## config.mk

```make
export PLATFORM = sky130hd
export DESIGN_NAME = mem_wb_cycle
export DESIGN_NICKNAME = d
export VERILOG_FILES = /design/src/rtl/mem_wb_cycle.sv
export SDC_FILE = /design/constraint.sdc
export NUM_CORES = 2
export LEC_CHECK = 0
export ABC_AREA = 1
export BUFFER_PORTS_ARGS = -buffer_cell sky130_fd_sc_hd__buf_4
export CAP_MARGIN = 5
export CORE_AREA = 2 2 594 596
export DETAILED_ROUTE_END_ITERATION = 16
export DIE_AREA = 0 0 596 598
export PLACE_DENSITY = 0.42
export SYNTH_ARGS = -nofsm -noshare
export SYNTH_HDL_FRONTEND = slang
export SYNTH_SLANG_ARGS = --single-unit
```

## constraint.sdc

```tcl
create_clock -name clk -period 4.67 [get_ports clk]
set_input_delay 0.2335 -clock clk [delete_from_list [all_inputs] [get_ports clk]]
set_output_delay 0.2335 -clock clk [all_outputs]
set_load 0.01 [all_outputs]
```

## src/rtl/mem_wb_cycle.sv

```systemverilog
// -----------------------------------------------------------------------------
// mem_wb_cycle
//
// Back end of the five-stage pipeline. Registers execute-stage results into
// the memory stage (E/M register), performs data-memory loads and stores,
// registers the outcome into the writeback stage (M/W register), and drives
// the register-file write port consumed by the decode stage. Memory- and
// writeback-stage destination information is exported for the
// hazard/forwarding unit.
//
// Parameters
//   DEPTH  data-memory depth in 32-bit words (power of two)
//   AW     word-address width, log2(DEPTH)
//
// Ports
//   clk         in   rising-edge clock
//   rst         in   asynchronous, active-low reset
//   RegWriteE   in   execute-stage register-write enable
//   ResultSrcE  in   0 = ALU result, 1 = memory read data
//   MemWriteE   in   execute-stage store enable
//   ALUResultE  in   ALU result; byte address for loads and stores
//   WriteDataE  in   store data (rs2 value)
//   RdE         in   destination register
//   RegWriteM   out  memory-stage write enable (forwarding)
//   RdM         out  memory-stage destination (forwarding)
//   ALUResultM  out  memory-stage ALU result (forwarding)
//   RegWriteW   out  register-file write enable, suppressed for x0
//   RdW         out  register-file write address
//   ResultW     out  register-file write data
//
// Flow control
//   There is no handshake: no stall and no flush inputs exist, so every
//   rising edge advances both pipeline registers. A bubble is simply an
//   all-zero set of E inputs.
// -----------------------------------------------------------------------------
module mem_wb_cycle #(
    parameter int DEPTH = 64,
    parameter int AW    = 6
) (
    input  logic        clk,
    input  logic        rst,
    input  logic        RegWriteE,
    input  logic        ResultSrcE,
    input  logic        MemWriteE,
    input  logic [31:0] ALUResultE,
    input  logic [31:0] WriteDataE,
    input  logic [4:0]  RdE,
    output logic        RegWriteM,
    output logic [4:0]  RdM,
    output logic [31:0] ALUResultM,
    output logic        RegWriteW,
    output logic [4:0]  RdW,
    output logic [31:0] ResultW
);

    // -------------------------------------------------------------------------
    // E/M pipeline register
    // -------------------------------------------------------------------------
    logic        reg_write_m_q,  reg_write_m_d;
    logic        result_src_m_q, result_src_m_d;
    logic        mem_write_m_q,  mem_write_m_d;
    logic [31:0] alu_result_m_q, alu_result_m_d;
    logic [31:0] write_data_m_q, write_data_m_d;
    logic [4:0]  rd_m_q,         rd_m_d;

    // Every edge advances the register unconditionally.
    always_comb begin
        reg_write_m_d  = RegWriteE;
        result_src_m_d = ResultSrcE;
        mem_write_m_d  = MemWriteE;
        alu_result_m_d = ALUResultE;
        write_data_m_d = WriteDataE;
        rd_m_d         = RdE;
    end

    always_ff @(posedge clk or negedge rst) begin
        if (!rst) begin
            reg_write_m_q  <= 1'b0;
            result_src_m_q <= 1'b0;
            mem_write_m_q  <= 1'b0;
            alu_result_m_q <= 32'h0;
            write_data_m_q <= 32'h0;
            rd_m_q         <= 5'd0;
        end else begin
            reg_write_m_q  <= reg_write_m_d;
            result_src_m_q <= result_src_m_d;
            mem_write_m_q  <= mem_write_m_d;
            alu_result_m_q <= alu_result_m_d;
            write_data_m_q <= write_data_m_d;
            rd_m_q         <= rd_m_d;
        end
    end

    // -------------------------------------------------------------------------
    // Data memory
    // -------------------------------------------------------------------------
    // Only the word-index bits of the byte address are decoded: the low two
    // bits are dropped (no misalignment trap) and anything above AW+1 is
    // dropped too, so addresses wrap modulo DEPTH words.
    logic [31:0] mem_q [DEPTH];
    logic [AW-1:0] mem_idx;
    logic [31:0]   read_data_m;
    logic          mem_we;

    assign mem_idx     = alu_result_m_q[AW+1:2];
    assign read_data_m = mem_q[mem_idx];

    // MemWriteM is already cleared asynchronously by reset; the extra rst
    // term keeps a store from landing on the very edge that reset is low,
    // so memory is untouched whenever reset is asserted.
    assign mem_we = mem_write_m_q & rst;

    // The array deliberately has no reset: its contents survive rst.
    // A read and a write to the same word in one cycle sees the old data,
    // because the read is combinational off the current array contents.
    always_ff @(posedge clk) begin
        if (mem_we) begin
            mem_q[mem_idx] <= write_data_m_q;
        end
    end

    // -------------------------------------------------------------------------
    // M/W pipeline register
    // -------------------------------------------------------------------------
    logic        reg_write_w_q,  reg_write_w_d;
    logic        result_src_w_q, result_src_w_d;
    logic [4:0]  rd_w_q,         rd_w_d;
    logic [31:0] alu_result_w_q, alu_result_w_d;
    logic [31:0] read_data_w_q,  read_data_w_d;

    always_comb begin
        reg_write_w_d  = reg_write_m_q;
        result_src_w_d = result_src_m_q;
        rd_w_d         = rd_m_q;
        alu_result_w_d = alu_result_m_q;
        read_data_w_d  = read_data_m;
    end

    always_ff @(posedge clk or negedge rst) begin
        if (!rst) begin
            reg_write_w_q  <= 1'b0;
            result_src_w_q <= 1'b0;
            rd_w_q         <= 5'd0;
            alu_result_w_q <= 32'h0;
            read_data_w_q  <= 32'h0;
        end else begin
            reg_write_w_q  <= reg_write_w_d;
            result_src_w_q <= result_src_w_d;
            rd_w_q         <= rd_w_d;
            alu_result_w_q <= alu_result_w_d;
            read_data_w_q  <= read_data_w_d;
        end
    end

    // -------------------------------------------------------------------------
    // Outputs
    // -------------------------------------------------------------------------
    assign RegWriteM  = reg_write_m_q;
    assign RdM        = rd_m_q;
    assign ALUResultM = alu_result_m_q;

    // x0 is hard-wired to zero in the register file, so a write to it is
    // never issued even though the data path still presents the value.
    assign RegWriteW  = reg_write_w_q & (rd_w_q != 5'd0);
    assign RdW        = rd_w_q;
    assign ResultW    = result_src_w_q ? read_data_w_q : alu_result_w_q;

endmodule
```

==> flow_summary.toml <==
[global_route]
grt_pass1_wl_um = 436900
grt_start_max_net_pins = 178
grt_pass1_vias = 59260
grt_usage_pct = 17.04
antenna_found_initial = 28
overflow = 0

[routing]
drtIter0Drc = 5673
vias_per_cell = 4.392
drtAntennaViolNets = 0
first_pass_iters = 5
routed_wl_um = 309500
num_vias = 60300
drc = 0
wl_per_cell_um = 22.54

[place]
post-place-ws_ps = 833.5
post-dp-hpwl_um = 173600
io_buffers = 149
finalWeightedCongestion = 0.7974

[synthesis]
syn-num-nets = 8664
synth_top_flop_cell = "edfxtp_1"
synth_top_area_share_pct = 67.90
synth_edf_count = 2048
synth_area_per_cell_um2 = 10.54
synth_cells = 8590
synthTopCellsByArea = "edfxtp_1 68%, nand2_1 24%, dfrtp_1 4.0%, buf_6 1.3%, buf_2 0.92%"
synth_largest_area_cell = "edfxtp_1"
ys_seq_elements = 2191
yosysWarnings = 0
ys_seq_area_share_pct = 71.85
synth_area_mm2 = 0.09057
synth.most_common_cell = "nand2_1"
async_reset_ff_share_pct = 6.527
synthTopCellsByCount = "5729 x nand2_1, 2048 x edfxtp_1, 167 x buf_2, 143 x dfrtp_1, 137 x nor2_1"
yosysUniqueCellTypes = 24

[setup_path]
crit_arrival_ps = 4710
reg2reg_depth = 12
critPathMaxFanout = 75
worst_setup_path_start_kind = "flop"
path_class = "flop to flop"
critPathRequiredTime_ps = 5410
endpoint_kind = "flop"

[clock_tree]
cts_root_buffer = "clkbuf_16"
clkTransAtPathRegs_ps = 60
cts_buffers = 235
cts_tree = "built"
clkLatencyLatePin_ps = 910
clock_sinks = 2191
htree_levels = 4
clk_path_buf_depth = 4

[die]
die_x_um = 596
initial_core_util_pct = 25.82
ioPinCount = 150
die_y_um = 598
dieArea_mm2 = 0.3564
rows = 218
core_region_area_mm2 = 0.3508

[power]
leakage_nw = 43.36
powerDensity_mw_per_mm2 = 398.8
p_total_mw = 42.40
ir_drop_v = 0.0003152

[finish]
drive_gt1_share_pct = 8.958
area_growth_pct = 17.39
multi_input_area_mm2 = 0.02320
ff_latch_area_mm2 = 0.06513
nNetsFinal = 8987
num-fill-cells = 35860

[sta]
fin_crit_ps = 3967
finalHoldViolations = 0
maxSlewHeadroom_pct = 17.84
max_clock_freq_mhz = 252.1
min_period_over_period_pct = 84.94
worst_slack_ps = 703.4
drv_slew = 0
setup_viol = 0
finClkSkew_ps = 71.94
rsz0062_at_grt = "false"
worst_pin_slew_ps = 1228

[status]
status = "complete, no violations"

[min_path]
min_path_type = "primary input to flop"
hold_depth = 2

[job]
cap_viol_max_count = 0
-- sequential cells by signal, indices dropped and copies added, names as in the netlist --
name / flops
write_data_m_q: 32
RdM: 5
read_data_w_q: 32
alu_result_w_q: 32
mem_write_m_q: 1
RdW: 5
result_src_m_q: 1
result_src_w_q: 1
RegWriteM: 1
reg_write_w_q: 1
ALUResultM: 32
mem_q: 2048
-- power breakdown --
group	internal, mW	switching, mW	leakage [nW]	total (mW)
combinational	0.723	1.94	19.8	2.66
clock	10.0	7.85	3.46	17.9
sequential	21.6	0.317	20.1	21.9
total	32.3	10.1	43.4	42.4
-- placed cells by master, fill, tap and decap left out, types with 8 or more instances in the layout --
| cell | Yosys | layout |
|---|---|---|
| clkinv_2 | 0 | 26 |
| nand2_1 | 5729 | 5729 |
| clkbuf_1 | 93 | 70 |
| clkbuf_16 | 0 | 237 |
| nand3_1 | 13 | 13 |
| bufinv_16 | 0 | 11 |
| buf_4 | 17 | 306 |
| diode_2 | 0 | 9 |
| dfrtp_2 | 0 | 32 |
| nor2_1 | 137 | 75 |
| dfrtp_1 | 143 | 108 |
| clkinv_1 | 0 | 59 |
| clkbuf_8 | 0 | 9 |
| nor3_4 | 7 | 8 |
| edfxtp_1 | 2048 | 2048 |
| dlygate4sd3_1 | 0 | 145 |
| buf_12 | 0 | 59 |
| inv_1 | 19 | 19 |
| mux2_2 | 32 | 32 |
| nor2_4 | 0 | 62 |
-- layout make-up --
cell class,instances,share of cell area (%)
clock inverter,106,0.7390
antenna,9,0.02118
tap,4620,5.437
inverter,31,0.1436
clock buffer,316,5.941
sequential,2191,61.25
timing repair buffer,511,4.647
multi-input combinational,5943,21.82
-- path summary, 6_finish.rpt --
| kind | from | end | slack [ps] |
|---|---|---|---|
| worst max-delay path | ALUResultM[2] | read_data_w_q[18] | 700 |
| worst min-delay path | ALUResultE[4] | ALUResultM[4] | 50 |
| worst min register to register | result_src_m_q | result_src_w_q | 350 |
| min in group asynchronous | rst | alu_result_w_q[17] | 460 |
| max in group asynchronous | rst | write_data_m_q[28] | 3150 |
| worst max register to register | ALUResultM[2] | read_data_w_q[18] | 700 |
-- repair_timing --
action | 4_1_cts | 5_1_grt
resized for setup | 0 | 0
hold buffers | 146 | 0
endpoints found under the hold margin | 212 | 0
buffers inserted | 0 | 0
-- routing by layer --
layer,up-vias,global-route usage [%],wire [µm]
met2,1513,27.68,144000
met1,29860,22.18,132700
met5,-,0,13
met3,478,3.132,18450
met4,2,7.469,14290
li1,28440,-,-
-- critical path: stages (launching register included) --
cell	delay, ps
dfrtp_4	860
inv_8	390
buf_4	500
nand2_1	130
nand2_1	60
nand2_1	50
nand2_1	90
nand2_1	60
nand2_1	70
nand2_1	250
nand2_1	90
nor2_1	940
nand2_1	140
-- cells by family after synthesis --
group | Yosys count | synth area share [%]
compound gates | 13 | 0.08564
buf+inv | 456 | 3.070
flops | 2191 | 71.85
mux | 32 | 0.3979
simple gates | 5898 | 24.60
-- through the flow --
stage / instance area, µm² / util (%) / setup TNS, ps / hold WS (ps) / std cells
2_1_floorplan: 90570 / - / -4580 / -62.09 / 8590
3_3_place_gp: 97730 / 27.86 / 0 / 174.4 / 13150
3_5_place_dp: 97730 / 27.86 / 0 / 182.5 / 13150
4_1_cts: 106300 / 30.31 / 0 / 1.834 / 13720
5_1_grt: 106300 / 30.31 / 0 / 29.74 / 13720
6_report: 106300 / 30.31 / 0 / 48.16 / 13730
Note: power is estimated with default switching activity, not from simulation.
